$ cat config.mk
export PLATFORM = sky130hd
export DESIGN_NAME = bkm_iteration_ctrl
export DESIGN_NICKNAME = d
export VERILOG_FILES = /design/src/rtl/bkm_iteration_ctrl.sv
export SDC_FILE = /design/constraint.sdc
export NUM_CORES = 1
export LEC_CHECK = 0
export ABC_AREA = 1
export CAP_MARGIN = 20
export CORE_MARGIN = 2
export CORE_UTILIZATION = 40
export CTS_BUF_LIST = sky130_fd_sc_hd__clkbuf_4 sky130_fd_sc_hd__clkbuf_8 sky130_fd_sc_hd__clkbuf_16
export CTS_CLUSTER_SIZE = 20
export DETAILED_ROUTE_END_ITERATION = 8
export DONT_BUFFER_PORTS = 1
export GPL_TIMING_DRIVEN = 1
export PLACE_DENSITY_LB_ADDON = 0.2
export REMOVE_ABC_BUFFERS = 1
export SETUP_SLACK_MARGIN = 0.1
export SLEW_MARGIN = 20
export SYNTH_ARGS = -nofsm -noshare
export SYNTH_HDL_FRONTEND = slang
export SYNTH_SLANG_ARGS = --single-unit
$ cat constraint.sdc
create_clock -name clk -period 2.5 [get_ports clk]
set_input_delay 0.25 -clock clk [delete_from_list [all_inputs] [get_ports clk]]
set_output_delay 0.25 -clock clk [all_outputs]
set_load 0.01 [all_outputs]
$ cat src/rtl/bkm_iteration_ctrl.sv
// bkm_iteration_ctrl
// Sequencer for the BKM complex-arithmetic iteration loop. It accepts one
// operation at a time, pulses load to initialise the datapath, steps the
// iteration index 1..N_ITER while feeding CSD digits to the complex
// multiplier, and then holds the result until the consumer takes it.
//
// Ports:
//   clk, arst            clock, asynchronous active-high reset
//   in_valid / in_ready  operation request handshake
//   abort                synchronous cancel, returns to IDLE on next edge
//   stall                freezes the iteration while in ITER
//   sel_dx / sel_dy      digits from selection logic (00=0, 01=+1, 11=-1)
//   d_x / d_y            sanitised digits to the multiplier
//   load                 one-cycle operand load pulse
//   en                   datapath iteration register enable
//   iter                 current iteration index (shift amount)
//   out_valid/out_ready  result handshake
//   err                  sticky illegal-digit flag for the current operation
module bkm_iteration_ctrl #(
    parameter int W      = 64,
    parameter int N_ITER = 64,
    parameter int CNT_W  = 7
) (
    input  logic             clk,
    input  logic             arst,
    input  logic             in_valid,
    output logic             in_ready,
    input  logic             abort,
    input  logic             stall,
    input  logic [1:0]       sel_dx,
    input  logic [1:0]       sel_dy,
    output logic [1:0]       d_x,
    output logic [1:0]       d_y,
    output logic             load,
    output logic             en,
    output logic [CNT_W-1:0] iter,
    output logic             out_valid,
    input  logic             out_ready,
    output logic             err
);

    // Reject configurations the counter cannot represent.
    if (W < 1 || N_ITER < 2 || (64'd1 << CNT_W) <= 64'(N_ITER)) begin : g_bad_cfg
        $error("bkm_iteration_ctrl: invalid W/N_ITER/CNT_W combination");
    end

    typedef enum logic [1:0] {
        IDLE,
        LOAD,
        ITER,
        DONE
    } state_t;

    localparam logic [CNT_W-1:0] LAST_ITER = CNT_W'(N_ITER);

    state_t           state;
    state_t           state_next;
    logic [CNT_W-1:0] iter_next;
    logic             err_next;
    logic             step;
    logic             dx_bad;
    logic             dy_bad;

    // 2'b10 is not a valid CSD digit; it is replaced by zero on its own lane.
    assign dx_bad = (sel_dx == 2'b10);
    assign dy_bad = (sel_dy == 2'b10);
    assign step   = (state == ITER) && !stall;

    always_ff @(posedge clk or posedge arst) begin
        if (arst) begin
            state <= IDLE;
            iter  <= '0;
            err   <= 1'b0;
        end else begin
            state <= state_next;
            iter  <= iter_next;
            err   <= err_next;
        end
    end

    always_comb begin
        state_next = state;
        iter_next  = iter;
        err_next   = err;
        in_ready   = 1'b0;
        load       = 1'b0;
        en         = 1'b0;
        out_valid  = 1'b0;
        d_x        = 2'b00;
        d_y        = 2'b00;

        case (state)
            IDLE: begin
                // A pending abort blocks the handshake even in IDLE.
                in_ready = !abort;
                if (in_valid && !abort) begin
                    state_next = LOAD;
                    err_next   = 1'b0;
                end
            end
            LOAD: begin
                load       = 1'b1;
                iter_next  = CNT_W'(1);
                state_next = ITER;
            end
            ITER: begin
                en = step;
                if (step) begin
                    d_x = dx_bad ? 2'b00 : sel_dx;
                    d_y = dy_bad ? 2'b00 : sel_dy;
                    if (dx_bad || dy_bad) begin
                        err_next = 1'b1;
                    end
                    // The last index stays visible while the result waits.
                    if (iter == LAST_ITER) begin
                        state_next = DONE;
                    end else begin
                        iter_next = iter + CNT_W'(1);
                    end
                end
            end
            DONE: begin
                out_valid = 1'b1;
                if (out_ready) begin
                    state_next = IDLE;
                    iter_next  = '0;
                end
            end
            default: begin
                state_next = IDLE;
                iter_next  = '0;
            end
        endcase

        // Abort wins over every other input; err is deliberately kept.
        if (abort) begin
            state_next = IDLE;
            iter_next  = '0;
        end
    end

endmodule

=== Word-level counts from Yosys, hierarchy flattened ===
Cells that the tools add are included.

* Bits in writable memories: 0
* Memories: 0
* Bits in latches: 0
* Register bits: 10
* Memory bits (read-only): 0
* Word-level logic and storage cells: 54

* Shift-type cells: 0
* Mux-type cells: 25
* Bitwise operators: 0
* Add/subtract/negate cells: 1
* Reduce and logical (&&, ||, !) cells: 11
* Divide/modulo/power cells: 0
* Multiply operators: 0
* Order comparisons: 0
* Eq/ne operators: 14

{| class="wikitable"
|+ Operators by type and width
! cell !! number
|-
| $mux W7 || 4
|-
| $mux W2 || 11
|-
| $pmux W7 S3 || 1
|-
| $ne A3 B3 Y1 const B || 4
|-
| $reduce_and A4 Y1 || 3
|-
| $eq A2 B2 Y1 const B || 4
|-
| $pmux W2 S4 || 1
|-
| $add A7 B1 Y7 const B || 1
|-
| $eq A7 B7 Y1 const B || 1
|-
| $mux W1 || 7
|-
| $ne A2 B2 Y1 const B || 2
|-
| $reduce_bool A4 Y1 || 1
|-
| $ne A3 B2 Y1 const B || 1
|-
| $eq A2 B1 Y1 const B || 1
|-
| $logic_and A1 B1 Y1 || 2
|-
| $logic_not A1 Y1 || 2
|-
| $logic_not A2 Y1 || 1
|-
| $ne A2 B1 Y1 const B || 1
|-
| $pmux W1 S2 || 1
|-
| $reduce_bool A2 Y1 || 1
|-
| $logic_or A1 B1 Y1 || 1
|}

=== Logic depth before layout (Yosys ltp) ===
Gate-level depths: netlist (run 1).

* Word-level depth: 5
* Depth in mapped cells: 10
* Depth with buffers taken out: 10

=== Least setup slack after synthesis (run 1) ===
Ideal clock, no wire load.

* Kind: register -> register
* From: register state[0]
* To: register iter[0]
* Library setup time: 0.121 ns
* Setup slack: 1.065 ns
* Stages on the path, launching flop included: 11
* Arrival time: 1.314 ns
* Required time: 2.379 ns
* Buffers on the path: 1
* Cell sequence: dfrtp_1 -> inv_1 -> ha_1 -> inv_2 -> nor2_4 -> nand2_1 -> nand2_2 -> nand3b_4 -> buf_12 -> nand2_2 -> o21ai_2

* Cells in the longest elaborated chain, start to end: 4
* Elaborated cells on any way between the ends: 11

{| class="wikitable"
|+ RTL lines
! what !! line !! RTL
|-
| from (decl) || 56 || <nowiki>state_t state;</nowiki>
|-
| from (signal assigned) || 75 || <nowiki>state <= state_next;</nowiki>
|-
| $eq A2 B2 Y1 || 67, 92 ||
|-
| $logic_and A1 B1 Y1 || 67 || <nowiki>assign step = (state == ITER) && !stall;</nowiki>
|-
| $ne A3 B3 Y1 (no line) || n/a ||
|-
| $reduce_and A4 Y1 (no line) || n/a ||
|-
| to (signal assigned) || 76 || <nowiki>iter <= iter_next;</nowiki>
|-
| to (decl) || 36 || <nowiki>output logic [CNT_W-1:0] iter,</nowiki>
|}

Parallel ways exist; a longest one is shown, timed or not.
A chain may end at the register's enable or synchronous reset.

=== Worst setup path in the final report (run 1) ===
* From: register state[0]
* To: output d_x[1]

* Cells in the longest elaborated chain, start to end: 4

{| class="wikitable"
|+ RTL lines
! what !! line !! RTL
|-
| $eq A2 B2 Y1 * || 67, 92 ||
|-
| $logic_and A1 B1 Y1 || 67 ||
|-
| $mux W2 || 108 || <nowiki>if (step) begin</nowiki>
|-
| $mux W2 * || 92 || <nowiki>case (state)</nowiki>
|-
| to (decl) || 32 || <nowiki>output logic [1:0] d_x,</nowiki>
|}

Every way passes the cells marked *; elsewhere a longest branch is shown, timed or not.

==> metrics.txt, run 1 <==
Total Routing Usage GR 0.160; CP Data Arrival Time between 1.5 and 2 ns; setup TNS 0 ns; via/cell ratio 4.89; Layout Nets 145; H-tree depth 1; M3 GR Usage 0.0643; nature of the critical path startpoint register; post-route minimum period roughly 1.9 ns; wire length per cell 11.8 um; RSZ-0062 raised after global routing false; count leader, synth nand2_1; Seq/Total Area, Yosys 0.282; Synth top cells by count 33 x nand2_1, 19 x inv_1, 14 x nor2_1; Routed Antenna Nets 0; crit share post-route 0.770; die width between 50 and 60 um; cell taking the most area after synthesis dfrtp_1; GR Overflow Total 0; Worst IR Drop VDD 0.470 mV; Synth Cell Area around 890 um^2; first-pass GRT wire length approximately 3.0 mm; Clk pin slew, worst setup/hold paths about 0.07 ns; Detailed Route WL 1.83 mm; largest net degree at the start of global routing 13; Yosys top cell area share 0.282; syn avg cell area approximately 7.1 um^2; status finished clean; Async SR Flop Fraction 1.00; setup violators final 0; initial antenna violation count 0; LEAKAGE 0.000466 uW; remaining routing DRC violations 0; routed via count 758; Root Buffer clkbuf_4; GR Util met1 0.196; nature of the critical path endpoint primary output; Yosys warning total 0; fmax between 0.5 and 0.6 GHz; FP Rows 17; Crit Path Max Fanout 12; unique cell type count in the Yosys netlist 21; CTS tree built; layout cells sized above 1 0.165; Final Instance Area just over 900 um^2; Most used DFF post-synth dfrtp_1; footprint of the multi-input gates around 520 um^2; post-cts resize count 0; Die Area approximately 0.0026 mm^2; Setup Skew between 0.0005 and 0.0006 ns; register area between 200 and 300 um^2; Final Max Slew Viols 0; GP Congestion about 0.83; layer with the highest usage met2; worst-margin pin slew roughly 0.44 ns; Core Area between 0.002 and 0.0025 mm^2; Area Overhead vs Synth 4.79%; Detailed Routing Iterations Pass 1 4; IO buf count 0; max cap viols 0; Worst-Skew Late Latency ~0.27 ns; vias in the first global route approximately 670; die height slightly above 50 um; met2 Use GR 0.260; cts bufs inserted 3; CTS Buffer Depth 2; HPWL after DPL 1.44 mm; dpl cell area ~880 um^2; TritonCTS Sinks 10; Setup CP Type reg2out; post-synthesis register bit count 10; Iter 0 DRT Violations 18; Pwr per Cell Area 805 mW/mm^2; Initial Util 0.414; number of diodes 0; Worst slew margin 0.707; post-layout util 0.433; top cells by area, synth dfrtp_1 28%, nand2_1 14%, ha_1 9.9%, inv_1 8.0%, nor2_1 5.9%; Post-Syn Instances around 130; worst path required time approximately 2.3 ns; final hold violation count 0; number of enable flip-flop cells after synthesis 0; I/O Pins 26; fill cell instance count of the final layout approximately 220; HP Class in2reg
[cell type report]
class / instances / share of cell area
multi-input cells: 92 / 0.563
flip-flops and latches: 10 / 0.269
inverters: 20 / 0.0806
clock buffers: 4 / 0.0390
well taps: 28 / 0.0376
repair buffers: 1 / 0.0108
[logic make-up after synthesis]
logic type,Yosys count,synth area share
compound gates,13,0.100
fa+ha+maj,7,0.0986
buf+inv,23,0.128
flops,10,0.282
simple gates,72,0.392
[path summary, 6_finish.rpt]
path                                 startpoint             endpoint  slack, ns  cells past startpoint
min in group asynchronous                  arst  iter[3]$_DFFE_PP0P_       0.41                      2
max                        state[0]$_DFFE_PP0P_               d_x[1]       0.58                      4
max reg2reg                state[0]$_DFFE_PP0P_  iter[2]$_DFFE_PP0P_       0.68                      9
min reg2reg                     err$_DFFE_PP0P_      err$_DFFE_PP0P_       0.56                      2
min                                       abort  iter[6]$_DFFE_PP0P_       0.12                      3
max in group asynchronous                  arst      err$_DFFE_PP0P_       1.81                      2
[layout by cell type (no fill, tap or decap)]
cell type	n
nand2_2	7
nor2_4	1
o21ai_0	5
inv_2	1
nand4_2	1
nand3b_4	1
dlygate4sd3_1	1
ha_1	7
nand2_1	33
clkbuf_4	3
nor3_1	1
dfrtp_1	10
a21oi_1	1
o21bai_1	2
clkbuf_8	1
nor3_2	1
nand3_1	10
nor2_1	14
nand4_1	3
inv_1	19
o21ai_2	5
[where the power goes]
part | switching (uW) | internal, uW | total (uW)
registers | 48.8 | 195 | 243
logic | 242 | 116 | 358
clock network | 59.0 | 88.6 | 148
total | 350 | 399 | 749
[critical path: stages, from the launching register on]
cell	delay [ns]
dfrtp_1	0.41
inv_1	0.12
ha_1	0.44
nand2_1	0.21
nor2_1	0.23
[registers in the layout, summed over array words and instances, names as in the netlist]
| signal | cells |
|---|---|
| state | 2 |
| iter | 7 |
| err | 1 |
[per-layer routing]
metal  wire [um]  vias to the layer above
met5           0                        -
met4          13                        0
met3          97                        2
met2         927                       12
met1         795                      346
li1            -                      398
[per-stage QoR]
step | cells | hold slack, ns | setup WS (ns) | power, uW
floorplan | 122 | 0.0902 | 0.910 | 537
global placement | 150 | 0.156 | 0.772 | 597
detailed placement | 150 | 0.171 | 0.663 | 610
CTS | 155 | 0.116 | 0.527 | 765
global route | 155 | 0.139 | 0.399 | 818
finish | 155 | 0.120 | 0.576 | 749
[what timing repair did]
| action | 4_1_cts | 5_1_grt |
|---|---|---|
| buffers inserted | 0 | 0 |
| hold buffers | 1 | 0 |
| endpoints found under the hold margin | 10 | 0 |
(Power assumes the default switching activity.)
==> run 2, diff against run 1 <==
Clock period 2.5 ns to 2 ns, I/O delays scaled along.
==> run 2 against run 1 <==
First-iteration DRC count fell by 44%. Power is 26% higher. Sequential cell count unchanged. Core utilization grew 0.35 points. Cell area is 0.81% higher. Sequential share of layout area fell by 0.22 points. Register-to-register slack got worse by 0.34 ns. Global-route usage shrank 0.10 points. Worst setup slack got worse by 0.27 ns. Clock skew up 0.0033 ns.
==> metrics.txt, run 2 (synthesis results as in run 1) <==
Core Area between 0.002 and 0.0025 mm^2; largest net degree at the start of global routing 13; Worst setup startpoint state[0]$_DFFE_PP0P_; GR Overflow Total 0; Layout Nets between 100 and 150; max cap viols 0; Worst Setup EP d_y[1]; total power between 900 and 1000 uW; post-CTS setup buffers 0; HP Class in2reg; FP Rows 17; H-tree depth 1; Largest regs iter (7), state (2), err (1); CTS tree built; TritonCTS Sinks 10; HPWL after DPL between 1 and 1.5 mm; Critical R2R Launch state[0]$_DFFE_PP0P_; number of diodes 0; first-pass GRT wire length between 3 and 4 mm; RSZ-0062 raised after global routing false; Total Routing Usage GR 0.159; fmax ~0.59 GHz; vias in the first global route around 700; reg2reg end iter[1]$_DFFE_PP0P_; commonest non-fill, non-tap cell in the layout nand2_1; Final Instance Area approximately 940 um^2; Detailed Route WL approximately 1.8 mm; Area Overhead vs Synth 5.63%; Setup WS pre-CTS 0.364 ns; CP Data Arrival Time 1.49 ns; worst reg2reg setup slack about 0.34 ns; placed instance count 151; most frequent cells in the layout 33 x nand2_1, 19 x inv_1, 14 x nor2_1, 10 x nand3_1, 10 x dfrtp_1; Largest register FFs 7; setup TNS 0 ns; routed via count 730; Largest Register iter; Clk pin slew, worst setup/hold paths about 0.070 ns; final worst slack approximately 0.31 ns; Worst IR Drop VDD around 0.64 mV; die height around 51 um; Iter 0 DRT Violations 10; Setup CP Type reg2out; LEAKAGE 0.000471 uW; final hold violation count 0; fill cell instance count of the final layout between 200 and 250; I/O Pins 26; Worst-Skew Late Latency 0.27 ns; Die Area between 0.002 and 0.003 mm^2; nature of the critical path endpoint primary output; cts bufs inserted 3; Root Buffer clkbuf_4; GP Congestion about 0.85; post-route minimum period 1.69 ns; Worst slew margin 0.730; CTS Buffer Depth 2; die width 51.1 um; wire length per cell roughly 12 um; Pwr per Cell Area ~1000 mW/mm^2; dpl cell area between 800 and 900 um^2; Detailed Routing Iterations Pass 1 4; worst-margin pin slew roughly 0.40 ns; crit share post-route 0.846; via/cell ratio 4.68; Final Max Slew Viols 0; layout cells sized above 1 0.172; Setup Skew ~0.0038 ns; remaining routing DRC violations 0; setup violators final 0; Crit Path Max Fanout 6; IO buf count 0; Initial Util 0.414; Routed Antenna Nets 0; FF-to-FF path depth 9; worst path required time approximately 1.8 ns; status finished clean; fin cells between 150 and 200; nature of the critical path startpoint register; initial antenna violation count 0; hold_sp abort
[run 2: cell types whose count changed in the layout (fill, tap and decap cells not counted)]
cell   change
buf_4      +1
[run 2: where the power goes]
| group | internal, uW | total, uW | switching [uW] | leakage, uW |
|---|---|---|---|---|
| combinational | 156 | 459 | 303 | 0.000315 |
| sequential | 243 | 306 | 62.9 | 0.000135 |
| clock | 111 | 181 | 70.8 | 0.0000210 |
| total | 510 | 947 | 437 | 0.000471 |
[run 2: worst min path at each step]
stage / to / slack [ns] / cells past startpoint
final: iter[6]$_DFFE_PP0P_ / 0.08 / 3
after global routing: iter[5]$_DFFE_PP0P_ / 0.10 / 3
after CTS: iter[5]$_DFFE_PP0P_ / 0.08 / 3
after detailed placement: iter[3]$_DFFE_PP0P_ / 0.11 / 1
after global placement: iter[3]$_DFFE_PP0P_ / 0.10 / 1
after floorplan: err$_DFFE_PP0P_ / 0.04 / 1
[run 2: timing repair]
item                      CTS  global route
hold endpoints to repair   10             0
hold buffers                1             0
resized for setup           0             0
[run 2: worst max-delay path: stages (launching register included)]
cell and delay (ns):
dfrtp_1 0.42, inv_1 0.12, ha_1 0.30, nand2_1 0.17, nor2_1 0.22
[run 2: final cells by class]
class,count,area (um^2),share of cell area
Timing Repair Buffer,2,17.5,0.0187
Tap cell,28,35.0,0.0373
Sequential cell,10,250,0.267
Clock buffer,4,36.3,0.0387
Inverter,20,75.1,0.0800
Multi-Input combinational cell,92,524,0.559
[run 2: per-stage QoR]
step                      hold WS [ns]  utilization
final                           0.0831        0.437
after global routing             0.102        0.437
after CTS                       0.0813        0.437
after detailed placement         0.106        0.415
after global placement           0.103        0.415
after floorplan                 0.0402            -
[run 2: layer usage]
metal / up-vias / global-route usage / wire length, um
met5: - / 0 / 0
met4: 0 / 0.0450 / 0
met3: 0 / 0.0614 / 79
met2: 9 / 0.258 / 878
met1: 323 / 0.195 / 880
li1: 398 / - / -
==> run 3, diff against run 2 <==
Clock period 2 ns to 1.72 ns, I/O delays scaled along.
==> run 3 against run 2 <==
Global-route usage up 0.67 points. Critical path depth up 3. Via count up 8.9%. Largest power group unchanged. Core utilization up 2.5 points. Sequential cell count unchanged. Cell count up 1.9%. Register-to-register slack worse by 0.08 ns.
==> metrics.txt, run 3 (synthesis results as in run 1) <==
final hold violation count 0; Sequential Power Share 0.308; final hold slack about 0.053 ns; via/cell ratio roughly 5.0; HPWL after DPL 1.48 mm; number of diodes 0; vias in the first global route 730; layout cells sized above 1 0.244; Iter 0 DRT Violations 8; CTS tree built; fmax 0.685 GHz; HP Class in2reg; CP Data Arrival Time between 1.5 and 2 ns; setup TNS 0 ns; Routed Antenna Nets 0; nature of the critical path endpoint register; register area between 200 and 300 um^2; Setup WS pre-CTS about 0.092 ns; final worst slack between 0.2 and 0.3 ns; dpl cell area slightly above 900 um^2; Layout Nets 150; Largest regs iter (7), state (2), err (1); fill cell instance count of the final layout about 230; Logic pwr share 0.555; Final Max Slew Viols 0; FP Rows 17; status finished clean; most frequent cells in the layout 32 x nand2_1, 18 x inv_1, 10 x nor2_1, 10 x nand3_1, 10 x dfrtp_1; CTS Buffer Depth 2; Detailed Routing Iterations Pass 1 4; Pwr per Cell Area roughly 1100 mW/mm^2; die width slightly above 50 um; Largest Register iter; routed via count about 800; TritonCTS Sinks 10; Worst-Skew Late Latency 0.26 ns; Int Pwr roughly 590 uW; Crit Path Max Fanout 4; cts bufs inserted 3; Detailed Route WL 1.95 mm; Clk pin slew, worst setup/hold paths 0.06 ns; wire length per cell ~12 um; Setup Skew 0.00867 ns; Initial Util 0.414; crit share post-route 0.848; die height between 50 and 60 um; Die Area between 0.002 and 0.003 mm^2; post-CTS setup buffers 0; Root Buffer clkbuf_4; worst-margin pin slew 0.401 ns; max cap viols 0; IO buf count 0; remaining routing DRC violations 0; Worst slew margin 0.732; Setup CP Type reg2reg; footprint of the multi-input gates ~570 um^2; setup violators final 0; H-tree depth 1; first-pass GRT wire length 3.21 mm; worst path required time between 1.5 and 2 ns; NetSw 543 uW; largest net degree at the start of global routing 13; Clock Power Share 0.137; nature of the critical path startpoint register; post-route minimum period 1.46 ns; Final Instance Area 992 um^2; commonest non-fill, non-tap cell in the layout nand2_1; LEAKAGE between 0.0004 and 0.0005 uW; RSZ-0062 raised after global routing false; Core Area around 0.0021 mm^2; I/O Pins 26; Worst IR Drop VDD 0.573 mV; Area Overhead vs Synth 11.7%; Total Routing Usage GR 0.166; initial antenna violation count 0; switching part of the total 0.478; GP Congestion between 0.8 and 0.9; Largest register FFs 7; GR Overflow Total 0
==> run 3: metal layers <==
layer | GRT usage | wire length [um] | share of wire | vias to the layer above
li1 | - | - | - | 407
met1 | 0.193 | 877 | 0.45 | 375
met2 | 0.277 | 973 | 0.50 | 11
met3 | 0.0643 | 91 | 0.047 | 2
met4 | 0.0541 | 11 | 0.0056 | 0
met5 | 0 | 0 | 0 | -
==> run 3: metrics by stage <==
stage                      util  std cells  total power, uW
after CTS                 0.442        158             1090
after global placement    0.426        154              907
after detailed placement  0.426        154              917
after global routing      0.462        159             1250
final                     0.462        159             1140
after floorplan               -        122              780
==> run 3: timing repair <==
item | 4_1_cts | 5_1_grt
gates resized for setup | 1 | 8
endpoints found under the setup margin | 8 | 14
gates cloned | 0 | 1
endpoints found under the hold margin | 10 | 0
pin swaps | 0 | 1
hold buffers | 1 | 0
==> run 3: cell type report <==
cell class | instances | share of cell area
Multi-Input combinational cell | 93 | 0.574
Sequential cell | 10 | 0.252
Inverter | 20 | 0.0757
Timing Repair Buffer | 5 | 0.0404
Tap cell | 28 | 0.0353
Clock buffer | 3 | 0.0227
==> run 3: critical path, cell delays in order, from the launching register on <==
cell and delay [ns]:
dfrtp_1 0.44, ha_1 0.29, nor3_2 0.24, nand2_2 0.13
nand2_1 0.10, nor2_1 0.06, nand2_1 0.06, nand2_1 0.05
==> run 3: worst paths after layout <==
check                                     startpoint                   to  slack (ns)  depth (start not counted)
worst min-delay path                           abort  iter[6]$_DFFE_PP0P_        0.05                          3
max in group asynchronous                       arst  iter[1]$_DFFE_PP0P_        1.10                          2
worst max-delay path            state[1]$_DFFE_PP0P_  iter[5]$_DFFE_PP0P_        0.26                          7
worst max register to register  state[1]$_DFFE_PP0P_  iter[5]$_DFFE_PP0P_        0.26                          7
min in group asynchronous                       arst  iter[2]$_DFFE_PP0P_        0.33                          2
worst min register to register       err$_DFFE_PP0P_      err$_DFFE_PP0P_        0.55                          2
==> run 3: power groups by stage <==
stage	Combinational (uW)	Sequential, uW	Clock (uW)
after floorplan	437	343	0
after global placement	564	343	0
after detailed placement	570	347	0
after CTS	579	343	167
after global routing	712	359	176
final	630	349	156
